### config.mk
export PLATFORM = sky130hd
export DESIGN_NAME = puzzle_board
export DESIGN_NICKNAME = d
export VERILOG_FILES = /design/src/rtl/puzzle_board.sv
export SDC_FILE = /design/constraint.sdc
export NUM_CORES = 1
export LEC_CHECK = 0
export ABC_CLOCK_PERIOD_IN_PS = 5100
export CAP_MARGIN = 20
export CORE_MARGIN = 2
export CORE_UTILIZATION = 50
export CTS_CLUSTER_SIZE = 8
export DETAILED_ROUTE_END_ITERATION = 10
export GPL_ROUTABILITY_DRIVEN = 0
export PLACE_DENSITY = 0.84
export RECOVER_POWER = 25
export SLEW_MARGIN = 15
export SYNTH_ARGS = -nofsm -noshare
export SYNTH_HDL_FRONTEND = slang
export SYNTH_SLANG_ARGS = --single-unit
### constraint.sdc
create_clock -name clk -period 5.1 [get_ports clk]
set_input_delay 1.02 -clock clk [delete_from_list [all_inputs] [get_ports clk]]
set_output_delay 1.02 -clock clk [all_outputs]
set_load 0.03 [all_outputs]
### src/rtl/puzzle_board.sv
// 4x4 sliding-tile puzzle board. Moves are requested by the direction the
// blank travels; a legal move commits its swap only during vertical blanking
// so the displayed board never tears mid-frame.
module puzzle_board #(
    parameter int CNT_W = 10
) (
    input  logic             clk,
    input  logic             rst,
    input  logic             move_valid,
    input  logic [1:0]       move_dir,
    output logic             move_ready,
    input  logic             load_en,
    input  logic [63:0]      load_board,
    input  logic             vblank,
    output logic [3:0]       posA,
    output logic [3:0]       posB,
    output logic [3:0]       posC,
    output logic [3:0]       posD,
    output logic [3:0]       posE,
    output logic [3:0]       posF,
    output logic [3:0]       posG,
    output logic [3:0]       posH,
    output logic [3:0]       posI,
    output logic [3:0]       posJ,
    output logic [3:0]       posK,
    output logic [3:0]       posL,
    output logic [3:0]       posM,
    output logic [3:0]       posN,
    output logic [3:0]       posO,
    output logic [3:0]       posP,
    output logic [3:0]       blank_idx,
    output logic             move_done,
    output logic             move_rej,
    output logic [CNT_W-1:0] move_count,
    output logic             solved
);

    typedef enum logic [2:0] {
        ST_IDLE      = 3'd0,
        ST_CHECK     = 3'd1,
        ST_WAIT_VB   = 3'd2,
        ST_SWAP_DONE = 3'd3,
        ST_REJ       = 3'd4
    } state_t;

    // Power-on scramble, position 0 in the low nibble.
    localparam logic [15:0][3:0] RESET_BOARD = {
        4'd6, 4'd13, 4'd12, 4'd2, 4'd0, 4'd8, 4'd5, 4'd9,
        4'd14, 4'd7, 4'd10, 4'd1, 4'd11, 4'd4, 4'd15, 4'd3
    };

    localparam logic [CNT_W-1:0] COUNT_MAX = {CNT_W{1'b1}};
    localparam logic [CNT_W-1:0] COUNT_ONE = {{(CNT_W-1){1'b0}}, 1'b1};

    state_t                 state_q, state_d;
    logic [15:0][3:0]       board_q, board_d;
    logic [3:0]             blank_q, blank_d;
    logic [3:0]             nbr_q, nbr_d;
    logic [1:0]             dir_q, dir_d;
    logic [CNT_W-1:0]       count_q, count_d;
    logic                   done_q, done_d;
    logic                   rej_q, rej_d;
    logic                   solved_q, solved_d;

    // True when tiles 1..15 sit in positions 0..14 and the blank is last.
    function automatic logic board_is_solved(input logic [15:0][3:0] b);
        logic ok;
        ok = (b[15] == 4'd0);
        for (int i = 0; i < 15; i++) begin
            if (b[i] != 4'(i + 1)) begin
                ok = 1'b0;
            end else begin
                ok = ok;
            end
        end
        return ok;
    endfunction

    // Lowest position holding the blank; a board without one parks it at 15.
    function automatic logic [3:0] first_blank(input logic [15:0][3:0] b);
        logic [3:0] idx;
        logic       found;
        idx   = 4'd15;
        found = 1'b0;
        for (int i = 0; i < 16; i++) begin
            if (!found && (b[i] == 4'd0)) begin
                idx   = 4'(i);
                found = 1'b1;
            end else begin
                found = found;
            end
        end
        return idx;
    endfunction

    // A move is illegal when the blank would leave the 4x4 grid.
    function automatic logic move_illegal(input logic [1:0] dir, input logic [3:0] blank);
        logic bad;
        case (dir)
            2'd0:    bad = (blank[3:2] == 2'd0);
            2'd1:    bad = (blank[3:2] == 2'd3);
            2'd2:    bad = (blank[1:0] == 2'd0);
            2'd3:    bad = (blank[1:0] == 2'd3);
            default: bad = 1'b1;
        endcase
        return bad;
    endfunction

    // Index the blank moves to; only meaningful for legal moves.
    function automatic logic [3:0] neighbour(input logic [1:0] dir, input logic [3:0] blank);
        logic [3:0] n;
        case (dir)
            2'd0:    n = blank - 4'd4;
            2'd1:    n = blank + 4'd4;
            2'd2:    n = blank - 4'd1;
            2'd3:    n = blank + 4'd1;
            default: n = blank;
        endcase
        return n;
    endfunction

    // Next-state, board update and pulse generation.
    always_comb begin
        state_d  = state_q;
        board_d  = board_q;
        blank_d  = blank_q;
        nbr_d    = nbr_q;
        dir_d    = dir_q;
        count_d  = count_q;
        done_d   = 1'b0;
        rej_d    = 1'b0;
        solved_d = board_is_solved(board_q);
        case (state_q)
            ST_IDLE: begin
                if (load_en) begin
                    board_d = load_board;
                    blank_d = first_blank(load_board);
                    count_d = '0;
                    state_d = ST_IDLE;
                end else if (move_valid) begin
                    dir_d   = move_dir;
                    state_d = ST_CHECK;
                end else begin
                    state_d = ST_IDLE;
                end
            end
            ST_CHECK: begin
                nbr_d = neighbour(dir_q, blank_q);
                if (move_illegal(dir_q, blank_q)) begin
                    rej_d   = 1'b1;
                    state_d = ST_REJ;
                end else begin
                    state_d = ST_WAIT_VB;
                end
            end
            ST_WAIT_VB: begin
                if (vblank) begin
                    board_d[blank_q] = board_q[nbr_q];
                    board_d[nbr_q]   = 4'd0;
                    blank_d          = nbr_q;
                    if (count_q != COUNT_MAX) begin
                        count_d = count_q + COUNT_ONE;
                    end else begin
                        count_d = count_q;
                    end
                    done_d  = 1'b1;
                    state_d = ST_SWAP_DONE;
                end else begin
                    state_d = ST_WAIT_VB;
                end
            end
            ST_SWAP_DONE: state_d = ST_IDLE;
            ST_REJ:       state_d = ST_IDLE;
            default:      state_d = ST_IDLE;
        endcase
    end

    // State and board registers with synchronous reset to the scramble.
    always_ff @(posedge clk) begin
        if (rst) begin
            state_q  <= ST_IDLE;
            board_q  <= RESET_BOARD;
            blank_q  <= 4'd11;
            nbr_q    <= 4'd0;
            dir_q    <= 2'd0;
            count_q  <= '0;
            done_q   <= 1'b0;
            rej_q    <= 1'b0;
            solved_q <= 1'b0;
        end else begin
            state_q  <= state_d;
            board_q  <= board_d;
            blank_q  <= blank_d;
            nbr_q    <= nbr_d;
            dir_q    <= dir_d;
            count_q  <= count_d;
            done_q   <= done_d;
            rej_q    <= rej_d;
            solved_q <= solved_d;
        end
    end

    // Ready is withheld during reset and while a load is being requested.
    always_comb begin
        move_ready = (state_q == ST_IDLE) && !load_en && !rst;
    end

    assign posA       = board_q[0];
    assign posB       = board_q[1];
    assign posC       = board_q[2];
    assign posD       = board_q[3];
    assign posE       = board_q[4];
    assign posF       = board_q[5];
    assign posG       = board_q[6];
    assign posH       = board_q[7];
    assign posI       = board_q[8];
    assign posJ       = board_q[9];
    assign posK       = board_q[10];
    assign posL       = board_q[11];
    assign posM       = board_q[12];
    assign posN       = board_q[13];
    assign posO       = board_q[14];
    assign posP       = board_q[15];
    assign blank_idx  = blank_q;
    assign move_done  = done_q;
    assign move_rej   = rej_q;
    assign move_count = count_q;
    assign solved     = solved_q;

endmodule

# After elaboration in Yosys (flattened, before gate mapping)
# Index checks and enable logic that the tools add are counted.
word_totals:
  output_inout_bits: 82
  elab_cells: 216
  regBits: 90
  input_bits: 71
op_classes:
  reduce_logical: 64
  magnitude_cmp: 4
  n_mux: 88
  n_addsub: 5
  bitwise: 5
  n_eq_ne: 26
ops:
  columns: ["op", "count"]
  rows:
  - ["two-way mux 64 bit", 2]
  - ["one-hot mux 64 bit (2 select lines)", 1]
  - ["two-way mux 4 bit", 21]
  - ["logical NOT 4 bit", 17]
  - ["bitwise AND 64 bit", 1]
  - ["bitwise mux 64 bit", 1]
  - ["inverter 64 bit", 1]
  - ["two-way mux 1 bit", 51]
  - ["demux 4 bit (select 4 bit)", 2]
  - ["!= test 4 bit, second input constant", 8]
  - ["two-way mux 10 bit", 3]
  - ["one-hot mux 10 bit (2 select lines)", 1]
  - ["logical AND 1 bit", 19]
  - ["logical NOT 1 bit", 17]
  - ["binary-select mux 4 bit (select 4 bit)", 1]
  - ["!= test 4 x 3 -> 1 bit, second input constant", 4]
  - ["one-hot mux 4 bit (4 select lines)", 1]
  - ["OR reduction 16 bit", 1]
  - ["adder 10 x 1 -> 10 bit, second input constant", 1]
  - ["< comparator 4 x 5 -> 1 bit, second input constant", 2]
  - ["!= test 10 bit, second input constant", 1]
  - ["one-hot mux 3 bit (3 select lines)", 1]
  - ["== test 2 bit, second input constant", 4]
  - [">= comparator 4 x 1 -> 1 bit, second input constant", 2]
  - ["other kinds (20)", 29]

# Logic depth before layout (Yosys ltp)
# Gate-level depths: netlist of the first run.
depth:
  word_depth: 79
  ltp_mapped: 8
  ltp_nobuf: 7

# Worst setup path before layout of the first run
# Ideal clock, no wire load.
synth_path:
  path_type: "input-to-output"
  startpoint: "input port rst"
  endpoint: "output port move_ready"
  stages: 3
  required_ns: 4.080
  slack_ns: 1.993
  path_buffers: 2
  arrival_ns: 2.087
  cell_sequence: "clkbuf_1 -> clkbuf_1 -> nor3_1"
synth_via:
  elab_chain_cells: 2
synth_rtl:
  columns: ["item", "line_no", "text"]
  rows:
  - ["start, declared", "8", "input logic rst,"]
  - ["logical NOT 1 bit", "205", "move_ready = (state_q == ST_IDLE) && !load_en && !rst;"]
  - ["logical AND 1 bit", "205", null]
  - ["end, declared", "11", "output logic move_ready,"]
# Every way passes these cells.

# Worst setup path in the final report of the first run
layout_path:
  startpoint: "input port load_en"
  endpoint: "output port move_ready"
layout_via:
  elab_chain_cells: 3
layout_rtl:
  columns: ["item", "line_no", "text"]
  rows:
  - ["start, declared", "12", "input logic load_en,"]
  - ["logical NOT 1 bit", "205", null]
  - ["logical AND 1 bit (2 in a row)", "205", null]
# Every way passes these cells.

==> flow_metrics.tcl, run 1 <==
set metrics [dict create \
    status "finished clean" \
    vias_per_cell 6.98 \
    cpLargestDelayFamily "buffers and inverters" \
    grtUsageTotal 0.317 \
    path_max_fanout 3 \
    portBuffers 152 \
    fin_util 0.677 \
    setup_tns_ns 0 \
    dr.first_iter.drc_count 754 \
    slew_headroom 0.282 \
    final_cells 829 \
    antenna_found_initial 0 \
    insertion_delay_ns 0.37 \
    initial_core_util 0.508 \
    rsz0062_at_grt "false" \
    setup_violations 0 \
    cts.repair.resized 0 \
    area_growth_pct 33.1 \
    ctsHoldBuffers 0 \
    drv_slew 0 \
    synth_flop_cell "dfxtp_1" \
    crit_path_start_kind "input port" \
    cp_slowest_cell "clkdlybuf4s50_1" \
    synth_cells 561 \
    worst-endpoint-required_ns 4.08 \
    cp_common_cell "clkdlybuf4s50_1" \
    p_per_area_mw_per_mm2 291 \
    startpoint "load_en" \
    clk_pin_slew_ns 0.09 \
    num_antenna_cells 0 \
    dpl.hpwl_mm 13.4 \
    fmax_ghz 0.295 \
    ant_nets 0 \
    drive_gt1_frac 0.107 \
    final_common_cell "clkdlybuf4s50_1" \
    cp_data_arrival_time_ns 2.37 \
    fillers 806 \
    skew_ns 0.0101 \
    final_cell_mix "120 x clkdlybuf4s50_1, 90 x dfxtp_1, 44 x o21ai_0, 40 x nor2_1, 35 x o22ai_1" \
    synth.net_count 636 \
    synth_area_leaders "dfxtp_1 35%, mux4_2 7.0%, a221oi_1 5.6%" \
    place_area_mm2 0.00671 \
    finalWorstSetupSlack_ns 1.71 \
    maxCapViolCount 0 \
    async_flop_share 0 \
    syn_area_mm2 0.00517 \
    coreArea_mm2 0.0102 \
    htree_levels 3 \
    wirelength_mm 18.2 \
    netlist.top_cell.by_area "dfxtp_1" \
    yosysSeqAreaShare 0.348 \
    place_ws_ns 1.48 \
    finalPower_mw 2.01 \
    nNetsFinal 763 \
    ys_warn_count 0 \
    via_count 5789 \
    row_count 37 \
    cts_tree "done" \
    fin_area_mm2 0.00689 \
    die_h_um 106 \
    clockBufferDepth 2 \
    path_cells "clkdlybuf4s50_1 > nor3_1 > clkdlybuf4s50_1" \
    critPathKind "input port to primary output" \
    holdCritStartpoint "posG[0]" \
    whs_ns 0.527 \
    endpoint_kind "primary output" \
    grt_pass1_vias 5356 \
    vdd_drop_max_uv 148 \
    die_w_um 106 \
    worstHoldPathType "flip-flop to flip-flop" \
    r2r-start "nbr_q[0]" \
    cts_root_buf "clkbuf_8" \
    largest_reg_flops 10 \
    placed_cells 813 \
    hold_viol 0 \
    finalCritPeriodShare 0.665 \
    synth_top_area_frac 0.348 \
    post_cts_buffers 0 \
    cts_num_sinks 90 \
    avgSynthCellArea_um2 9.22 \
    dr.pass1.iters 8 \
    drcViolationCount 0 \
    synth_edf_count 0 \
    wl_per_cell_um 21.9 \
    grt_max_degree 93 \
    grt_pass1_wl_mm 28.2 \
    cts_made_buffers 9 \
    dieArea_mm2 0.0112 \
    leakage_nw 2.27 \
    overflow 0 \
    worst_pin_slew_ns 1.07 \
    crit_buf_inv 2 \
    pin_count 153 \
    period_needed_ns 3.39 \
    critical-path-max-stage-delay_ns 0.70 \
    synth_seq_cells 90 \
    synth.distinct_cells 71 \
]
[cell type report]
cell class              count  area [um^2]  area share
clock inverters             5         40.0     0.00581
multi-input cells         426         3170       0.459
clock buffers              11          141      0.0205
well taps                 136          170      0.0247
repair buffers            158         1560       0.226
inverters                   3         11.3     0.00163
flip-flops and latches     90         1800       0.261
[tightest hold or removal path, cell delays in order, from the launching register on]
cell	delay [ns]
dfxtp_1	0.35
nand3_1	0.08
nor3_1	0.06
[worst paths after layout]
kind / to / slack [ns] / depth (start not counted)
min: solved / 0.53 / 2
min reg2reg: solved / 0.53 / 2
max reg2reg: posO[1] / 1.90 / 5
max: move_ready / 1.71 / 3
[report_power, final]
part,switching (mW),leakage (nW),internal (mW)
registers,0.104,0.741,0.764
logic,0.394,1.44,0.286
clock network,0.266,0.0818,0.192
[cells in the mapped netlist, types with 6 or more instances]
master	instances
nand3_1	12
nor2_1	41
a22oi_1	31
o21ai_0	44
clkbuf_1	20
nor4bb_1	6
a21oi_1	11
mux4_2	16
o31ai_1	8
dfxtp_1	90
nor3_1	12
nand4_1	10
mux2i_1	9
nand2_1	25
o22ai_1	35
xor2_1	8
nor4_1	8
or4_1	13
a221oi_1	33
buf_2	16
[per-layer routing]
| layer | up-vias | GRT usage | share of wire |
|---|---|---|---|
| met5 | - | 0 | 0 |
| met4 | 0 | 0.149 | 0.054 |
| met3 | 102 | 0.0736 | 0.12 |
| met2 | 475 | 0.513 | 0.46 |
| met1 | 2707 | 0.400 | 0.37 |
| li1 | 2505 | - | - |
[cell families (layout without fill, tap and decap cells)]
| group | Yosys count | in the layout | synth area share |
|---|---|---|---|
| buf+inv | 45 | 177 | 0.0416 |
| simple gates | 183 | 183 | 0.217 |
| flops | 90 | 90 | 0.348 |
| xor+xnor | 13 | 13 | 0.0220 |
| compound gates | 197 | 197 | 0.265 |
| mux | 29 | 29 | 0.0957 |
| fa+ha+maj | 4 | 4 | 0.0111 |
No activity file was read; power rests on OpenSTA's default activity.
==> run 2: changes to the inputs <==
--- a/config.mk
+++ b/config.mk
@@ -5,14 +5,14 @@
 export SDC_FILE = /design/constraint.sdc
 export NUM_CORES = 1
 export LEC_CHECK = 0
-export ABC_CLOCK_PERIOD_IN_PS = 5100
+export ABC_CLOCK_PERIOD_IN_PS = 2900
 export CAP_MARGIN = 20
 export CORE_MARGIN = 2
-export CORE_UTILIZATION = 50
+export CORE_UTILIZATION = 43
 export CTS_CLUSTER_SIZE = 8
 export DETAILED_ROUTE_END_ITERATION = 10
 export GPL_ROUTABILITY_DRIVEN = 0
-export PLACE_DENSITY = 0.84
+export PLACE_DENSITY = 0.77
 export RECOVER_POWER = 25
 export SLEW_MARGIN = 15
 export SYNTH_ARGS = -nofsm -noshare
==> constraint.sdc (replaced) <==
create_clock -name clk -period 2.9 [get_ports clk]
set_input_delay 0.58 -clock clk [delete_from_list [all_inputs] [get_ports clk]]
set_output_delay 0.58 -clock clk [all_outputs]
set_load 0.03 [all_outputs]
==> run 2 against run 1 <==
Effect of this change: flip-flop and latch count is the same; clock skew decreased by 0.0027 ns; critical path depth unchanged; first-iteration DRC count rose by 10%; die area up 16%; global-route usage shrank 1.9 points; count of clock-buffer cells in the layout decreased by 1; total power increased by 100%; sequential power increased by 75%; utilization is 7.2 points lower; non-clock buffer count rose by 16; largest cell class unchanged; largest power group unchanged.
==> flow_metrics.tcl, run 2 (same netlist as run 1, synthesis figures left out) <==
set metrics [dict create \
    status "finished clean" \
    largest_reg_flops 10 \
    crit_path_start_kind "flip-flop" \
    dr.first_iter.drc_count 833 \
    period_needed_ns 2.72 \
    clockBufferDepth 2 \
    final_common_cell "clkdlybuf4s50_1" \
    r2r_end "posG[3]" \
    dr.pass1.iters 8 \
    holdCritStartpoint "move_count[8]" \
    finalCritPeriodShare 0.937 \
    ctsHoldBuffers 0 \
    antenna_found_initial 0 \
    leakage_nw 2.40 \
    die_w_um 114 \
    fillers 983 \
    ant_nets 0 \
    r2r.worst_path.cells 7 \
    die_h_um 114 \
    num_antenna_cells 0 \
    cts_root_buf "clkbuf_16" \
    worst_pin_slew_ns 1.11 \
    coreArea_mm2 0.0119 \
    setup_violations 0 \
    grtUsageTotal 0.298 \
    path_max_fanout 5 \
    grt_pass1_vias 5521 \
    drv_slew 0 \
    htree_levels 3 \
    cts_tree "done" \
    finalWorstSetupSlack_ns 0.181 \
    via_count 5785 \
    p_int_mw 2.64 \
    setup_tns_ns 0 \
    dieArea_mm2 0.0129 \
    vdd_drop_max_uv 243 \
    cts.repair.resized 0 \
    seq_power_share 0.376 \
    initial_core_util 0.436 \
    hold_viol 0 \
    pin_count 153 \
    insertion_delay_ns 0.34 \
    cp_data_arrival_time_ns 2.14 \
    rrSetupSlack_ns 0.39 \
    final_cell_mix "119 x clkdlybuf4s50_1, 90 x dfxtp_1, 44 x o21ai_0, 40 x nor2_1, 35 x o22ai_1" \
    fin_util 0.605 \
    power.share.clock 0.311 \
    drive_gt1_frac 0.127 \
    swShare 0.348 \
    portBuffers 152 \
    placed_cells 840 \
    p_switching_mw 1.41 \
    clk_pin_slew_ns 0.07 \
    r2r-start "nbr_q[0]" \
    power_frac_comb 0.313 \
    place_ws_ns 0.196 \
    p_per_area_mw_per_mm2 566 \
    nNetsFinal 779 \
    maxCapViolCount 0 \
    wirelength_mm 19.6 \
    endpoint_kind "primary output" \
    dpl.hpwl_mm 14.7 \
    post_cts_buffers 0 \
    grt_max_degree 62 \
    area_growth_pct 38.6 \
    final_cells 856 \
    grt_pass1_wl_mm 30.3 \
    worstHoldPathType "flip-flop to flip-flop" \
    hold_path_depth 2 \
    vias_per_cell 6.76 \
    drcViolationCount 0 \
    seqCellArea_mm2 0.00180 \
    worst-endpoint-required_ns 2.32 \
    cts_num_sinks 90 \
    place_area_mm2 0.00686 \
    multi_input_area_mm2 0.00316 \
    row_count 40 \
    critPathKind "flip-flop to primary output" \
    fmax_ghz 0.368 \
    startpoint "state_q[0]" \
    cts_made_buffers 9 \
    rsz0062_at_grt "false" \
    slew_headroom 0.261 \
    fin_area_mm2 0.00717 \
    skew_ns 0.00735 \
    min_to "move_count[8]" \
    wl_per_cell_um 22.8 \
    overflow 0 \
]
[run 2: worst max-delay path: stages, from the launching register on]
cell and delay, ns:
dfxtp_1 0.37, or3_2 0.57, nor3_1 0.16, clkdlybuf4s50_1 0.70
[run 2: power by group through the flow]
stage	logic [mW]	registers (mW)	clock network, mW
after floorplan	0.587	1.65	0
after global placement	1.23	1.54	0
after detailed placement	1.26	1.54	0
after CTS	1.26	1.52	1.27
after global routing	1.34	1.53	1.31
final	1.27	1.52	1.26
[run 2: routing by layer]
layer  vias up  track usage  share of wire
li1       2538            -              -
met1      2692        0.375           0.38
met2       471        0.491           0.46
met3        84       0.0595           0.11
met4         0        0.145          0.048
met5         -            0              0
[run 2: worst max-delay path by stage]
stage	to	slack, ns	cells after the start
after floorplan	move_ready	0.67	3
after global placement	blank_idx[1]	0.28	7
after detailed placement	blank_idx[1]	0.20	7
after CTS	move_ready	0.17	3
after global routing	move_ready	0.11	3
final	move_ready	0.18	3
[run 2: metrics by stage]
stage / hold slack (ns) / power (mW)
after floorplan: 0.503 / 2.24
after global routing: 0.555 / 4.18
after CTS: 0.545 / 4.05
after detailed placement: 0.507 / 2.80
after global placement: 0.498 / 2.77
final: 0.547 / 4.06
[run 2: area by class of cell]
cell class | instances | area share
flip-flops and latches | 90 | 0.251
repair buffers | 174 | 0.236
clock buffers | 10 | 0.0319
multi-input cells | 426 | 0.441
clock inverters | 6 | 0.0126
inverters | 3 | 0.00157
well taps | 147 | 0.0256
